**config.mk**
```make
export PLATFORM = sky130hd
export DESIGN_NAME = iq_frame_averager
export DESIGN_NICKNAME = d
export VERILOG_FILES = /design/src/rtl/iq_frame_averager.sv
export SDC_FILE = /design/constraint.sdc
export NUM_CORES = 1
export LEC_CHECK = 0
export ABC_AREA = 1
export BUFFER_PORTS_ARGS = -buffer_cell sky130_fd_sc_hd__buf_2
export CAP_MARGIN = 20
export CORE_MARGIN = 2
export CORE_UTILIZATION = 60
export CTS_BUF_LIST = sky130_fd_sc_hd__clkbuf_2 sky130_fd_sc_hd__clkbuf_4 sky130_fd_sc_hd__clkbuf_8
export CTS_CLUSTER_SIZE = 40
export DETAILED_ROUTE_END_ITERATION = 10
export MAX_ROUTING_LAYER = met4
export PLACE_DENSITY = 0.83
export SETUP_SLACK_MARGIN = 0.4
export SLEW_MARGIN = 10
export SYNTH_ARGS = -nofsm -noshare
export SYNTH_HDL_FRONTEND = slang
export SYNTH_SLANG_ARGS = --single-unit
```
**constraint.sdc**
```tcl
create_clock -name s00_axis_aclk -period 2.3 [get_ports s00_axis_aclk]
set_input_delay 0.46 -clock s00_axis_aclk [delete_from_list [all_inputs] [get_ports s00_axis_aclk]]
set_output_delay 0.46 -clock s00_axis_aclk [all_outputs]
set_load 0.01 [all_outputs]
```
**src/rtl/iq_frame_averager.sv**
```systemverilog
// iq_frame_averager
//
// AXI-Stream sink that averages fixed-length complex I/Q frames. Each input beat carries
// {real[31:16], imag[15:0]} as signed 16-bit lanes. A frame of exactly 2^FRAME_LOG2 beats,
// closed by tlast on the last beat, produces one averaged {real, imag} word on the master
// port. Frames that end early, or run past N beats, are discarded and flagged on frame_error.
//
// Optional build macro:
//   IQ_AVG_ROUND_EN  defined   -> round half-up (add 2^(FRAME_LOG2-1) before the shift)
//                    undefined -> truncate toward negative infinity (plain >>>)
//
// Ports:
//   s00_axis_aclk    clock for both interfaces
//   s00_axis_areset  synchronous reset, active-high
//   s00_axis_tdata   input sample {real, imag}, two's complement
//   s00_axis_tstrb   ignored
//   s00_axis_tvalid  input beat valid
//   s00_axis_tlast   last beat of frame
//   s00_axis_tready  input ready (low only while an average waits for its handshake)
//   m00_axis_tdata   averaged {real, imag}
//   m00_axis_tstrb   constant 4'hF
//   m00_axis_tvalid  output word valid
//   m00_axis_tlast   same as m00_axis_tvalid (one-beat frames)
//   m00_axis_tready  downstream ready
//   frame_error      one-cycle pulse when a frame of the wrong length is discarded

module iq_frame_averager #(
   parameter int C_S00_AXIS_TDATA_WIDTH = 32,
   parameter int C_M00_AXIS_TDATA_WIDTH = 32,
   parameter int FRAME_LOG2             = 4
) (
   input  logic                                s00_axis_aclk,
   input  logic                                s00_axis_areset,
   input  logic [C_S00_AXIS_TDATA_WIDTH-1:0]   s00_axis_tdata,
   input  logic [(C_S00_AXIS_TDATA_WIDTH/8)-1:0] s00_axis_tstrb,
   input  logic                                s00_axis_tvalid,
   input  logic                                s00_axis_tlast,
   output logic                                s00_axis_tready,
   output logic [C_M00_AXIS_TDATA_WIDTH-1:0]   m00_axis_tdata,
   output logic [(C_M00_AXIS_TDATA_WIDTH/8)-1:0] m00_axis_tstrb,
   output logic                                m00_axis_tvalid,
   output logic                                m00_axis_tlast,
   input  logic                                m00_axis_tready,
   output logic                                frame_error
);

   // Accumulator width: 16-bit lanes summed over 2^FRAME_LOG2 beats cannot overflow.
   localparam int AW = 16 + FRAME_LOG2;

   localparam logic [1:0] StAccum  = 2'd0;
   localparam logic [1:0] StOutput = 2'd1;
   localparam logic [1:0] StDrain  = 2'd2;

   logic [1:0]              state_q, state_d;
   logic [FRAME_LOG2-1:0]   cnt_q, cnt_d;
   logic signed [AW-1:0]    acc_re_q, acc_re_d;
   logic signed [AW-1:0]    acc_im_q, acc_im_d;
   logic [31:0]             out_q, out_d;
   logic                    valid_q, valid_d;
   logic                    err_q, err_d;

   logic signed [AW-1:0]    in_re, in_im;
   logic signed [AW-1:0]    sum_re, sum_im;
   logic [15:0]             avg_re, avg_im;
   logic                    last_cnt;

   logic unused_tstrb;
   assign unused_tstrb = ^s00_axis_tstrb;

   // Sign-extend each 16-bit lane to accumulator width.
   assign in_re = {{FRAME_LOG2{s00_axis_tdata[31]}}, s00_axis_tdata[31:16]};
   assign in_im = {{FRAME_LOG2{s00_axis_tdata[15]}}, s00_axis_tdata[15:0]};

   // Sums that include the beat currently presented; used both for accumulation and for
   // forming the average on the final beat.
   assign sum_re = acc_re_q + in_re;
   assign sum_im = acc_im_q + in_im;

`ifdef IQ_AVG_ROUND_EN
   localparam logic signed [AW-1:0] RoundK = AW'(1) << (FRAME_LOG2 - 1);

   logic signed [AW-1:0] rnd_re, rnd_im;

   // Headroom: 32767*N + N/2 still fits in AW signed bits, so no saturation is needed.
   assign rnd_re = sum_re + RoundK;
   assign rnd_im = sum_im + RoundK;
   assign avg_re = 16'(rnd_re >>> FRAME_LOG2);
   assign avg_im = 16'(rnd_im >>> FRAME_LOG2);
`else
   assign avg_re = 16'(sum_re >>> FRAME_LOG2);
   assign avg_im = 16'(sum_im >>> FRAME_LOG2);
`endif

   // Count of N-1 means the presented beat is the N-th of the frame.
   assign last_cnt = &cnt_q;

   always_comb begin
      state_d  = state_q;
      cnt_d    = cnt_q;
      acc_re_d = acc_re_q;
      acc_im_d = acc_im_q;
      out_d    = out_q;
      valid_d  = valid_q;
      err_d    = 1'b0;

      case (state_q)
         StAccum: begin
            if (s00_axis_tvalid) begin
               if (last_cnt) begin
                  acc_re_d = '0;
                  acc_im_d = '0;
                  cnt_d    = '0;
                  if (s00_axis_tlast) begin
                     out_d   = {avg_re, avg_im};
                     valid_d = 1'b1;
                     state_d = StOutput;
                  end else begin
                     // Frame too long: drop the rest up to its tlast.
                     err_d   = 1'b1;
                     state_d = StDrain;
                  end
               end else if (s00_axis_tlast) begin
                  // Frame too short: drop it and start fresh.
                  err_d    = 1'b1;
                  acc_re_d = '0;
                  acc_im_d = '0;
                  cnt_d    = '0;
               end else begin
                  acc_re_d = sum_re;
                  acc_im_d = sum_im;
                  cnt_d    = cnt_q + 1'b1;
               end
            end
         end

         StOutput: begin
            if (m00_axis_tready) begin
               valid_d = 1'b0;
               state_d = StAccum;
            end
         end

         StDrain: begin
            if (s00_axis_tvalid && s00_axis_tlast) begin
               state_d = StAccum;
            end
         end

         default: begin
            state_d = StAccum;
         end
      endcase
   end

   always_ff @(posedge s00_axis_aclk) begin
      if (s00_axis_areset) begin
         state_q  <= StAccum;
         cnt_q    <= '0;
         acc_re_q <= '0;
         acc_im_q <= '0;
         out_q    <= '0;
         valid_q  <= 1'b0;
         err_q    <= 1'b0;
      end else begin
         state_q  <= state_d;
         cnt_q    <= cnt_d;
         acc_re_q <= acc_re_d;
         acc_im_q <= acc_im_d;
         out_q    <= out_d;
         valid_q  <= valid_d;
         err_q    <= err_d;
      end
   end

   // Input is refused only while an averaged word is waiting to be taken.
   assign s00_axis_tready = (state_q != StOutput);

   assign m00_axis_tdata  = out_q;
   assign m00_axis_tstrb  = '1;
   assign m00_axis_tvalid = valid_q;
   assign m00_axis_tlast  = valid_q;
   assign frame_error     = err_q;

endmodule

```
==> results_dict.tcl <==
set metrics [dict create \
    status "finished clean" \
    async_reset_ff_share_pct 0 \
    num_rows 34 \
    die-area_sq_um 9900 \
    power.density_nw_per_um2 505 \
    synth_cell_types 33 \
    p_sw_mw 1.15 \
    hold_viol_final 0 \
    slew-limit-headroom_pct 64.5 \
    routed_wl_mm 14.1 \
    hold_path_depth 2 \
    port-buffer-count 72 \
    fillers 724 \
    cp.arrival_ns 2.18 \
    max-cap-violations 0 \
    wl_per_cell_um 13.1 \
    seq_area_frac_synth_pct 29.3 \
    fmax_mhz 535 \
    crit_type "flop to flop" \
    postCtsHoldBufs 0 \
    cts.reportedPaths.clkPinSlew_ns 0.09 \
    top_layer_used "met4" \
    tns_ns 0 \
    hold_path.class "input pin to flop" \
    clock-sinks 80 \
    final_common_cell "nand2_1" \
    hpwlAfterDp_mm 9.91 \
    dr_wl_met2_mm 6.99 \
    dr.first_iter.drc_count 215 \
    ys_seq_elements 80 \
    grt_antenna_before_repair 0 \
    drive_gt1_share_pct 19.8 \
    register_area_sq_um 1610 \
    clk_latency_ns 0.37 \
    crit_slowest_cell "fa_2" \
    die_y_um 99.5 \
    met1_length_mm 5.91 \
    fin_worst_skew_ns 0.0120 \
    drv_slew 0 \
    first_global_vias 5011 \
    power_frac_seq_pct 44.3 \
    pwr-share-comb_pct 24.9 \
    gp_congestion 0.962 \
    switching_share_pct 34.9 \
    cts_buffer_depth 2 \
    io_pins 81 \
    cts-root-buf "clkbuf_8" \
    vias 5670 \
    track_usage_pct 28.1 \
    finalCritPeriodShare_pct 81.3 \
    worst_pin_slew_ns 0.532 \
    core_area_sq_um 8760 \
    dieWidth_um 99.5 \
    cts_tree "built" \
    ys.flop_type "dfxtp_1" \
    drt_pass1_iterations 5 \
    crit_chain "ha_4 -> inv_2 -> fa_2 -> inv_2 -> nand3_2 -> nand2_2 -> nand2_2 -> nand2_4 -> nand3_4 -> nand2_2 -> nand2_1 -> nand2_1 -> nand2_1 -> a21oi_2" \
    leakagePower_nw 3.46 \
    yosys_warnings 0 \
    multi_input_area_sq_um 3600 \
    n_antenna_cell 0 \
    required_ns 2.61 \
    drc 0 \
    ant_nets 0 \
    start_util_pct 62.5 \
    total_power_mw 3.29 \
    synthToLayoutAreaGrowth_pct 19.2 \
    critPathMaxStageDelay_ns 0.37 \
    start_kind "flop" \
    vdd_ir_drop_max_v 0.000328 \
    critPathCaptureType "flop" \
    setup_viol 0 \
    fin_crit_ns 1.87 \
    vias_per_cell 5.25 \
    utilization_pct 74.4 \
    clockPowerShare_pct 30.8 \
    syn_avg_cell_area_sq_um 6.16 \
    nNetsFinal 1048 \
    grt_setup_unrepaired "true" \
    h-tree-depth 3 \
    crit_path_max_fanout 3 \
    p_int_mw 2.14 \
    cts_inserted_buffers 9 \
    synth_edf_count 0 \
    synth_area_sq_um 5470 \
    final_cell_mix "273 x nand2_1, 120 x inv_1, 101 x nor2_1, 77 x dfxtp_1, 72 x buf_2" \
    rr_worst_depth 14 \
    met3_length_um 695 \
    netlist_instances 889 \
    grt_max_degree 49 \
    grt_pass1_wl_mm 22.1 \
    grt_overflow_total 0 \
]
-- worst max-delay path: cells and delay by family (launching register included) --
| family | cells | cell delay [ns] |
|---|---|---|
| adder cells (fa/ha/maj) | 2 | 0.51 |
| AO/OA/AOI/OAI | 1 | 0.13 |
| AND/OR/NAND/NOR | 9 | 0.70 |
| flip-flops | 1 | 0.36 |
| buffers and inverters | 2 | 0.12 |
-- final cells by class --
type,count,share of cell area (%)
Sequential cell,80,24.6
Clock buffer,9,1.90
Inverter,127,7.35
Timing Repair Buffer,91,7.96
Multi-Input combinational cell,657,55.2
Clock inverter,7,0.921
Tap cell,108,2.07
-- cell families (layout without fill, tap and decap cells) --
kind of cell | after synthesis | after routing | share of synthesized area [%]
flip-flops | 80 | 80 | 29.3
adder cells (fa/ha/maj) | 41 | 41 | 9.65
AO/OA/AOI/OAI | 112 | 112 | 11.0
AND/OR/NAND/NOR | 486 | 486 | 35.9
buffers and inverters | 155 | 234 | 11.9
other | 1 | 4 | 0.0685
XOR/XNOR | 14 | 14 | 2.24
-- routing by layer --
metal / vias to the layer above / GRT usage, %
li1: 2928 / -
met1: 2539 / 33.4
met2: 160 / 47.7
met3: 43 / 4.08
met4: 0 / 11.7
met5: - / -
-- cell usage after synthesis (all sizes together), types with 6 or more instances --
master / number / area (sq um)
nand2: 293 / 1100
inv: 127 / 477
nor2: 114 / 435
dfxtp: 80 / 1600
a21oi: 68 / 340
nand3: 56 / 280
ha: 39 / 488
o21ai: 29 / 145
buf: 20 / 144
xor2: 10 / 87.6
clkbuf: 8 / 30.0
nor3: 7 / 46.3
or2: 6 / 37.5
-- per-stage QoR --
step / area (sq um) / hold WS (ns) / std cells / setup WS [ns]
final: 6520 / 0.306 / 1079 / 0.430
after global routing: 6520 / 0.314 / 1079 / 0.329
after CTS: 6130 / 0.297 / 1073 / 0.412
after detailed placement: 5880 / 0.461 / 1054 / 0.0179
after global placement: 5880 / 0.457 / 1054 / 0.0646
after floorplan: 5480 / 0.448 / 892 / 0.401
-- what timing repair did --
action | 4_1_cts | 5_1_grt
setup buffers | 3 | 6
pin swaps | 5 | 21
setup endpoints to repair | 23 | 57
gates resized for setup | 14 | 76
-- worst paths after layout --
check	from	endpoint	slack, ns
setup / recovery	acc_im_q[0]	acc_im_q[14]	0.43
hold / removal	s00_axis_tlast	frame_error	0.31
setup reg to reg	acc_im_q[0]	acc_im_q[14]	0.43
hold reg to reg	acc_re_q[13]	acc_re_q[13]	0.47
-- state kept, by name (all words and copies together), names as in the netlist --
| signal | flops |
|---|---|
| frame_error | 1 |
| acc_re_q | 20 |
| acc_im_q | 20 |
| m00_axis_tlast | 1 |
| cnt_q | 4 |
| state_q | 2 |
| m00_axis_tdata | 32 |
-- power by group through the flow --
| stage | combinational [mW] | clock (mW) | sequential, mW |
|---|---|---|---|
| global placement | 0.689 | 0 | 1.48 |
| global route | 0.913 | 1.08 | 1.46 |
| detailed placement | 0.697 | 0 | 1.48 |
| floorplan | 0.529 | 0 | 1.48 |
| finish | 0.819 | 1.01 | 1.46 |
| CTS | 0.714 | 1.03 | 1.45 |
Note: power is estimated with default switching activity, not from simulation.
